**src/rtl/ps2_mouse_byte_receiver.sv**
```systemverilog
// PS/2 mouse byte receiver.
// Turns the raw PS/2 clock and data pins into validated bytes. Each byte is
// tagged with its position in the 3-byte mouse movement packet.
// Only the device-to-host direction is handled here.
module ps2_mouse_byte_receiver #(
   parameter int TIMEOUT_CYCLES = 100000
) (
   input  logic       clk,
   input  logic       reset,
   input  logic       PS2_CLK,
   input  logic       PS2_DAT,
   output logic [7:0] received_data,
   output logic       received_data_en,
   output logic [1:0] byte_index,
   output logic       frame_error,
   output logic       busy
);

   // The counter is wide enough to hold TIMEOUT_CYCLES itself.
   localparam int CW = (TIMEOUT_CYCLES < 2) ? 1 : $clog2(TIMEOUT_CYCLES + 1);
   localparam logic [CW-1:0] TIMEOUT_VAL = CW'(TIMEOUT_CYCLES);

   typedef enum logic [1:0] {
      IDLE,
      DATA_IN,
      PARITY_IN,
      STOP_IN
   } state_t;

   state_t state;
   state_t state_next;

   logic          clk_meta;
   logic          clk_sync;
   logic          clk_prev;
   logic          dat_meta;
   logic          dat_sync;
   logic          ps2_clk_negedge;

   logic [7:0]    shift_reg;
   logic [2:0]    bit_cnt;
   logic          parity_bit;
   logic [CW-1:0] timeout_cnt;
   logic [1:0]    next_index;

   logic          timeout_hit;
   logic          take_byte;
   logic          take_error;

   // Two-flop synchronisers for both pins, plus a delayed copy of the clock for edge detection.
   always_ff @(posedge clk) begin
      if (reset) begin
         clk_meta <= 1'b1;
         clk_sync <= 1'b1;
         clk_prev <= 1'b1;
         dat_meta <= 1'b1;
         dat_sync <= 1'b1;
      end else begin
         clk_meta <= PS2_CLK;
         clk_sync <= clk_meta;
         clk_prev <= clk_sync;
         dat_meta <= PS2_DAT;
         dat_sync <= dat_meta;
      end
   end

   assign ps2_clk_negedge = clk_prev & ~clk_sync;
   assign timeout_hit     = (state != IDLE) && (timeout_cnt == TIMEOUT_VAL);
   assign busy            = (state != IDLE);

   // State register for the frame FSM.
   always_ff @(posedge clk) begin
      if (reset) begin
         state <= IDLE;
      end else begin
         state <= state_next;
      end
   end

   // Next-state logic and per-frame verdict. A stalled line wins over a coincident edge.
   always_comb begin
      state_next = state;
      take_byte  = 1'b0;
      take_error = 1'b0;
      if (timeout_hit) begin
         state_next = IDLE;
         take_error = 1'b1;
      end else if (ps2_clk_negedge) begin
         case (state)
            IDLE: begin
               if (!dat_sync) begin
                  state_next = DATA_IN;
               end
            end
            DATA_IN: begin
               if (bit_cnt == 3'd7) begin
                  state_next = PARITY_IN;
               end
            end
            PARITY_IN: begin
               state_next = STOP_IN;
            end
            STOP_IN: begin
               state_next = IDLE;
               if (dat_sync && (^{shift_reg, parity_bit})) begin
                  // The first byte of a packet always has bit 3 set. Drop any byte
                  // without it so the packet framing can resync.
                  if ((next_index == 2'd0) && !shift_reg[3]) begin
                     take_error = 1'b1;
                  end else begin
                     take_byte = 1'b1;
                  end
               end else begin
                  take_error = 1'b1;
               end
            end
            default: begin
               state_next = IDLE;
            end
         endcase
      end
   end

   // Bit capture: shift data LSB first, count the data bits, then latch the parity bit.
   always_ff @(posedge clk) begin
      if (reset) begin
         shift_reg  <= 8'h00;
         bit_cnt    <= 3'd0;
         parity_bit <= 1'b0;
      end else if (state == IDLE) begin
         bit_cnt <= 3'd0;
      end else if (ps2_clk_negedge && !timeout_hit) begin
         if (state == DATA_IN) begin
            shift_reg <= {dat_sync, shift_reg[7:1]};
            bit_cnt   <= bit_cnt + 3'd1;
         end else if (state == PARITY_IN) begin
            parity_bit <= dat_sync;
         end
      end
   end

   // Inter-edge watchdog. It clears on every PS/2 falling edge, while idle, and once it fires.
   always_ff @(posedge clk) begin
      if (reset) begin
         timeout_cnt <= '0;
      end else if ((state == IDLE) || ps2_clk_negedge || timeout_hit) begin
         timeout_cnt <= '0;
      end else begin
         timeout_cnt <= timeout_cnt + CW'(1);
      end
   end

   // Output registers and packet position tracking. Any error restarts the packet.
   always_ff @(posedge clk) begin
      if (reset) begin
         received_data    <= 8'h00;
         received_data_en <= 1'b0;
         byte_index       <= 2'd0;
         frame_error      <= 1'b0;
         next_index       <= 2'd0;
      end else begin
         received_data_en <= take_byte;
         frame_error      <= take_error;
         if (take_byte) begin
            received_data <= shift_reg;
            byte_index    <= next_index;
            next_index    <= (next_index == 2'd2) ? 2'd0 : next_index + 2'd1;
         end else if (take_error) begin
            next_index <= 2'd0;
         end
      end
   end

endmodule

```
**config.mk**
```make
export PLATFORM = sky130hd
export DESIGN_NAME = ps2_mouse_byte_receiver
export DESIGN_NICKNAME = d
export VERILOG_FILES = /design/src/rtl/ps2_mouse_byte_receiver.sv
export SDC_FILE = /design/constraint.sdc
export NUM_CORES = 1
export LEC_CHECK = 0
export ABC_CLOCK_PERIOD_IN_PS = 1800
export BUFFER_PORTS_ARGS = -buffer_cell sky130_fd_sc_hd__buf_2
export CORE_MARGIN = 5
export CORE_UTILIZATION = 40
export CTS_BUF_LIST = sky130_fd_sc_hd__clkbuf_8
export CTS_CLUSTER_SIZE = 30
export DETAILED_ROUTE_END_ITERATION = 10
export PLACE_DENSITY = 0.57
export SLEW_MARGIN = 20
export SYNTH_ARGS = -nofsm -noshare
export SYNTH_HDL_FRONTEND = slang
export SYNTH_SLANG_ARGS = --single-unit
```
**constraint.sdc**
```tcl
create_clock -name clk -period 1.8 [get_ports clk]
set_input_delay 0.36 -clock clk [delete_from_list [all_inputs] [get_ports clk]]
set_output_delay 0.36 -clock clk [all_outputs]
set_load 0.02 [all_outputs]
```
==> results.yml <==
run_status:
  outcome: "finished, final reports clean"
routing:
  pre_antenna_drt_iters: 4
  route.detailed.wl_per_inst_um: 12.0
  drt-total-wl_mm: 4.36
  drtAntennaViolNets: 0
  post-route-drc-count: 0
  detailroute.via_count: 1744
  iteration_0_drc_count_of_the_detailed_router: 31
  vias_per_cell: 4.80
synthesis:
  synth-edff-count: 0
  postSynthCellCount: 240
  synth_ff_type: "dfxtp_1"
  synth_adder_area_share_pct: 4.40
  synthesized_area_fraction_occupied_by_xor_and_xnor_cells_pct: 8.46
  synth_top_cell_by_area: "dfxtp_1"
  yosysSeqAreaShare_pct: 44.0
  ys_types: 41
  syn-cell-area_sq_um: 2280
  postSynthRegisterBits: 50
  synthSimpleGateAreaFrac_pct: 24.5
  yosysMostFrequentCell: "dfxtp_1"
  synthTopCellsByCount: "dfxtp_1 (50), nor2_1 (38), mux2i_1 (22)"
  synth_nets: 252
  avgSynthCellArea_sq_um: 9.49
  synth_top_family_by_area: "simple AND/OR/NAND/NOR gates"
  yosysWarnings: 0
  synthMuxAreaShare_pct: 10.7
  synth-compound-area-share_pct: 4.67
  synth_top_area_cells: "dfxtp_1 (44%), mux2i_1 (9.7%), nor2_1 (6.3%), xnor2_1 (5.8%), nand2b_1 (4.7%)"
  async_flop_share_pct: 0
  synth_top_area_share_pct: 44.0
floorplan:
  die-height_um: 85.5
  starting_utilization_of_the_core_area_pct: 41.4
  core_region_area_sq_um: 5510
  dieWidth_um: 85.5
  floorplan.die_area_sq_um: 7300
  fp-row-count: 27
  ios: 17
place:
  placedCellCount: 349
  placement.io_buffers: 16
  dp.final_hpwl_mm: 2.93
  place.gp.congestion: 0.732
critical_path:
  crit_required_ns: 2.03
  critPathMostFrequentCell: "xnor2_2"
  crit_buf_inv: 1
  worst_r2r_endpoint: "received_data[4]"
  timing.critical_path.arrival_ns: 1.97
  crit_end_category: "register"
  crit_path_start_kind: "register"
  timing.rr.start: "shift_reg[1]"
  criticalPathCategory: "reg -> reg"
  worst_path_max_delay_cell: "dfxtp_1"
  crit_family: "XOR/XNOR gates"
  reg2reg_setup_slack_ns: 0.06
  worstPathCellList: "xnor2_1 > xnor2_2 > xnor2_2 > mux2i_4 > buf_12 > mux2i_1"
  cp_max_fo: 9
  worst_r2r_path_depth: 6
  critical_path.max_stage_delay_ns: 0.35
timing:
  finalHoldViolCount: 0
  top_achievable_clock_speed_mhz: 575
  post-route-period-util_pct: 96.7
  grt_setup_unrepaired: "yes"
  timing_max_transition_violations_final: 0
  tightest_slew_ns: 0.364
  worst_clock_skew_ns: 0.00229
  final-setup-viol-count: 0
  slew_headroom_pct: 75.7
  fin_tns_setup_ns: 0
  layout_min_cycle_time_ns: 1.74
worst_hold_path:
  hp-class: "in -> reg"
  timing.hold.worst_endpoint: "dat_meta"
  holdPathStages: 2
  hold_start: "PS2_DAT"
cells_and_area:
  final_cells: 363
  layout-drive-gt1-share_pct: 33.3
  insertedDiodeCount: 0
  nets: 303
  flow.area_growth_from_synthesis_pct: 30.5
  largest_register_ffs: 17
  fillCellCount: 508
power_and_ir_drop:
  static-leakage-power_nw: 1.16
  peak_vdd_ir_v: 0.000356
  power_per_cell_area_nw_per_um2: 662
  report.power.total_mw: 1.97
clock_tree:
  numClockSinks: 50
  clock_insertion_delay_worst_skew_ns: 0.29
  clock-root-buffer: "clkbuf_8"
  htree_levels: 2
  cts_buffer_depth: 2
  cts.reportedPaths.clkPinSlew_ns: 0.09
  tritoncts_clock_tree: "yes"
  tritoncts.num_buffers: 5
global_routing:
  overflow: 0
  maximum_number_of_pins_on_one_net_before_global_route_repair: 23
  grt_usage_pct: 11.8
  number_of_antenna_violations_at_the_first_check_in_global_routing: 0
  grt_pass1_vias: 1591
  first_pass_grt_wire_length_mm: 7.13
flow_run:
  drv_cap: 0
[how the worst max path moves through the flow]
stage                        to             from  slack (ns)  cells past startpoint
2_1_floorplan     next_index[1]   timeout_cnt[0]        0.02                      7
3_3_place_gp   received_data[6]         state[0]       -0.02                      7
3_5_place_dp   received_data[6]         state[0]       -0.07                      7
4_1_cts        received_data[6]  timeout_cnt[12]       0.007                      8
5_1_grt        received_data[0]         state[0]       -0.11                      8
6_report       received_data[4]     shift_reg[1]        0.06                      6
[cell families after synthesis]
logic type                 after synthesis
AOI/OAI and AO/OA                       15
xor gates and xnor gates                22
adders and majority gates                8
buffers and inverters                   20
DFF                                     50
muxes                                   23
and+or+nand+nor                        102
[metrics by stage]
step	area [sq um]	hold slack (ns)	setup WS, ns	utilization, %
floorplan	2290	0.389	0.0167	-
global placement	2640	0.392	-0.0238	47.9
detailed placement	2640	0.394	-0.0713	47.9
CTS	2810	0.235	0.00748	51.0
global route	2970	0.238	-0.106	54.0
finish	2970	0.242	0.0595	54.0
[layout make-up]
cell class	instances	area, sq um	area share, %
Inverter	13	48.8	1.64
Timing Repair Buffer	51	359	12.1
Multi-Input combinational cell	170	1350	45.5
Clock buffer	6	82.6	2.78
Tap cell	72	90.1	3.03
Clock inverter	1	30.0	1.01
Sequential cell	50	1010	34.0
[routing by layer]
metal	global-route usage [%]	vias to the layer above	share of wire (%)
met5	0	-	0
met4	3.88	0	1.0
met3	3.20	5	4.1
met2	18.9	22	47
met1	15.2	810	48
li1	-	907	-
[what timing repair did]
item / 4_1_cts / 5_1_grt
setup endpoints to repair: 14 / 27
hold buffers: 0 / 0
resized for setup: 5 / 29
buffers inserted: 2 / 5
pin swaps: 1 / 4
[cell usage in the layout, fill, tap and decap left out, types with 3 or more instances in the layout]
master and instances:
buf_2 16, buf_4 33, clkbuf_8 6, dfxtp_1 45, dfxtp_2 4, ha_1 6
inv_1 11, mux2i_1 21, nand2_1 8, nand2b_1 17, nand3_1 7, nand4_1 3
nor2_1 36, nor3_1 4, or2_2 6, xnor2_1 10, xnor2_2 5, xor2_1 6
[report_power, final]
group | leakage (nW) | switching (mW) | total [mW] | internal (mW)
registers | 0.407 | 0.00566 | 1.12 | 1.11
clock network | 0.0573 | 0.354 | 0.799 | 0.445
logic | 0.696 | 0.0286 | 0.0531 | 0.0245
total | 1.16 | 0.388 | 1.97 | 1.58
(Power assumes the default switching activity.)
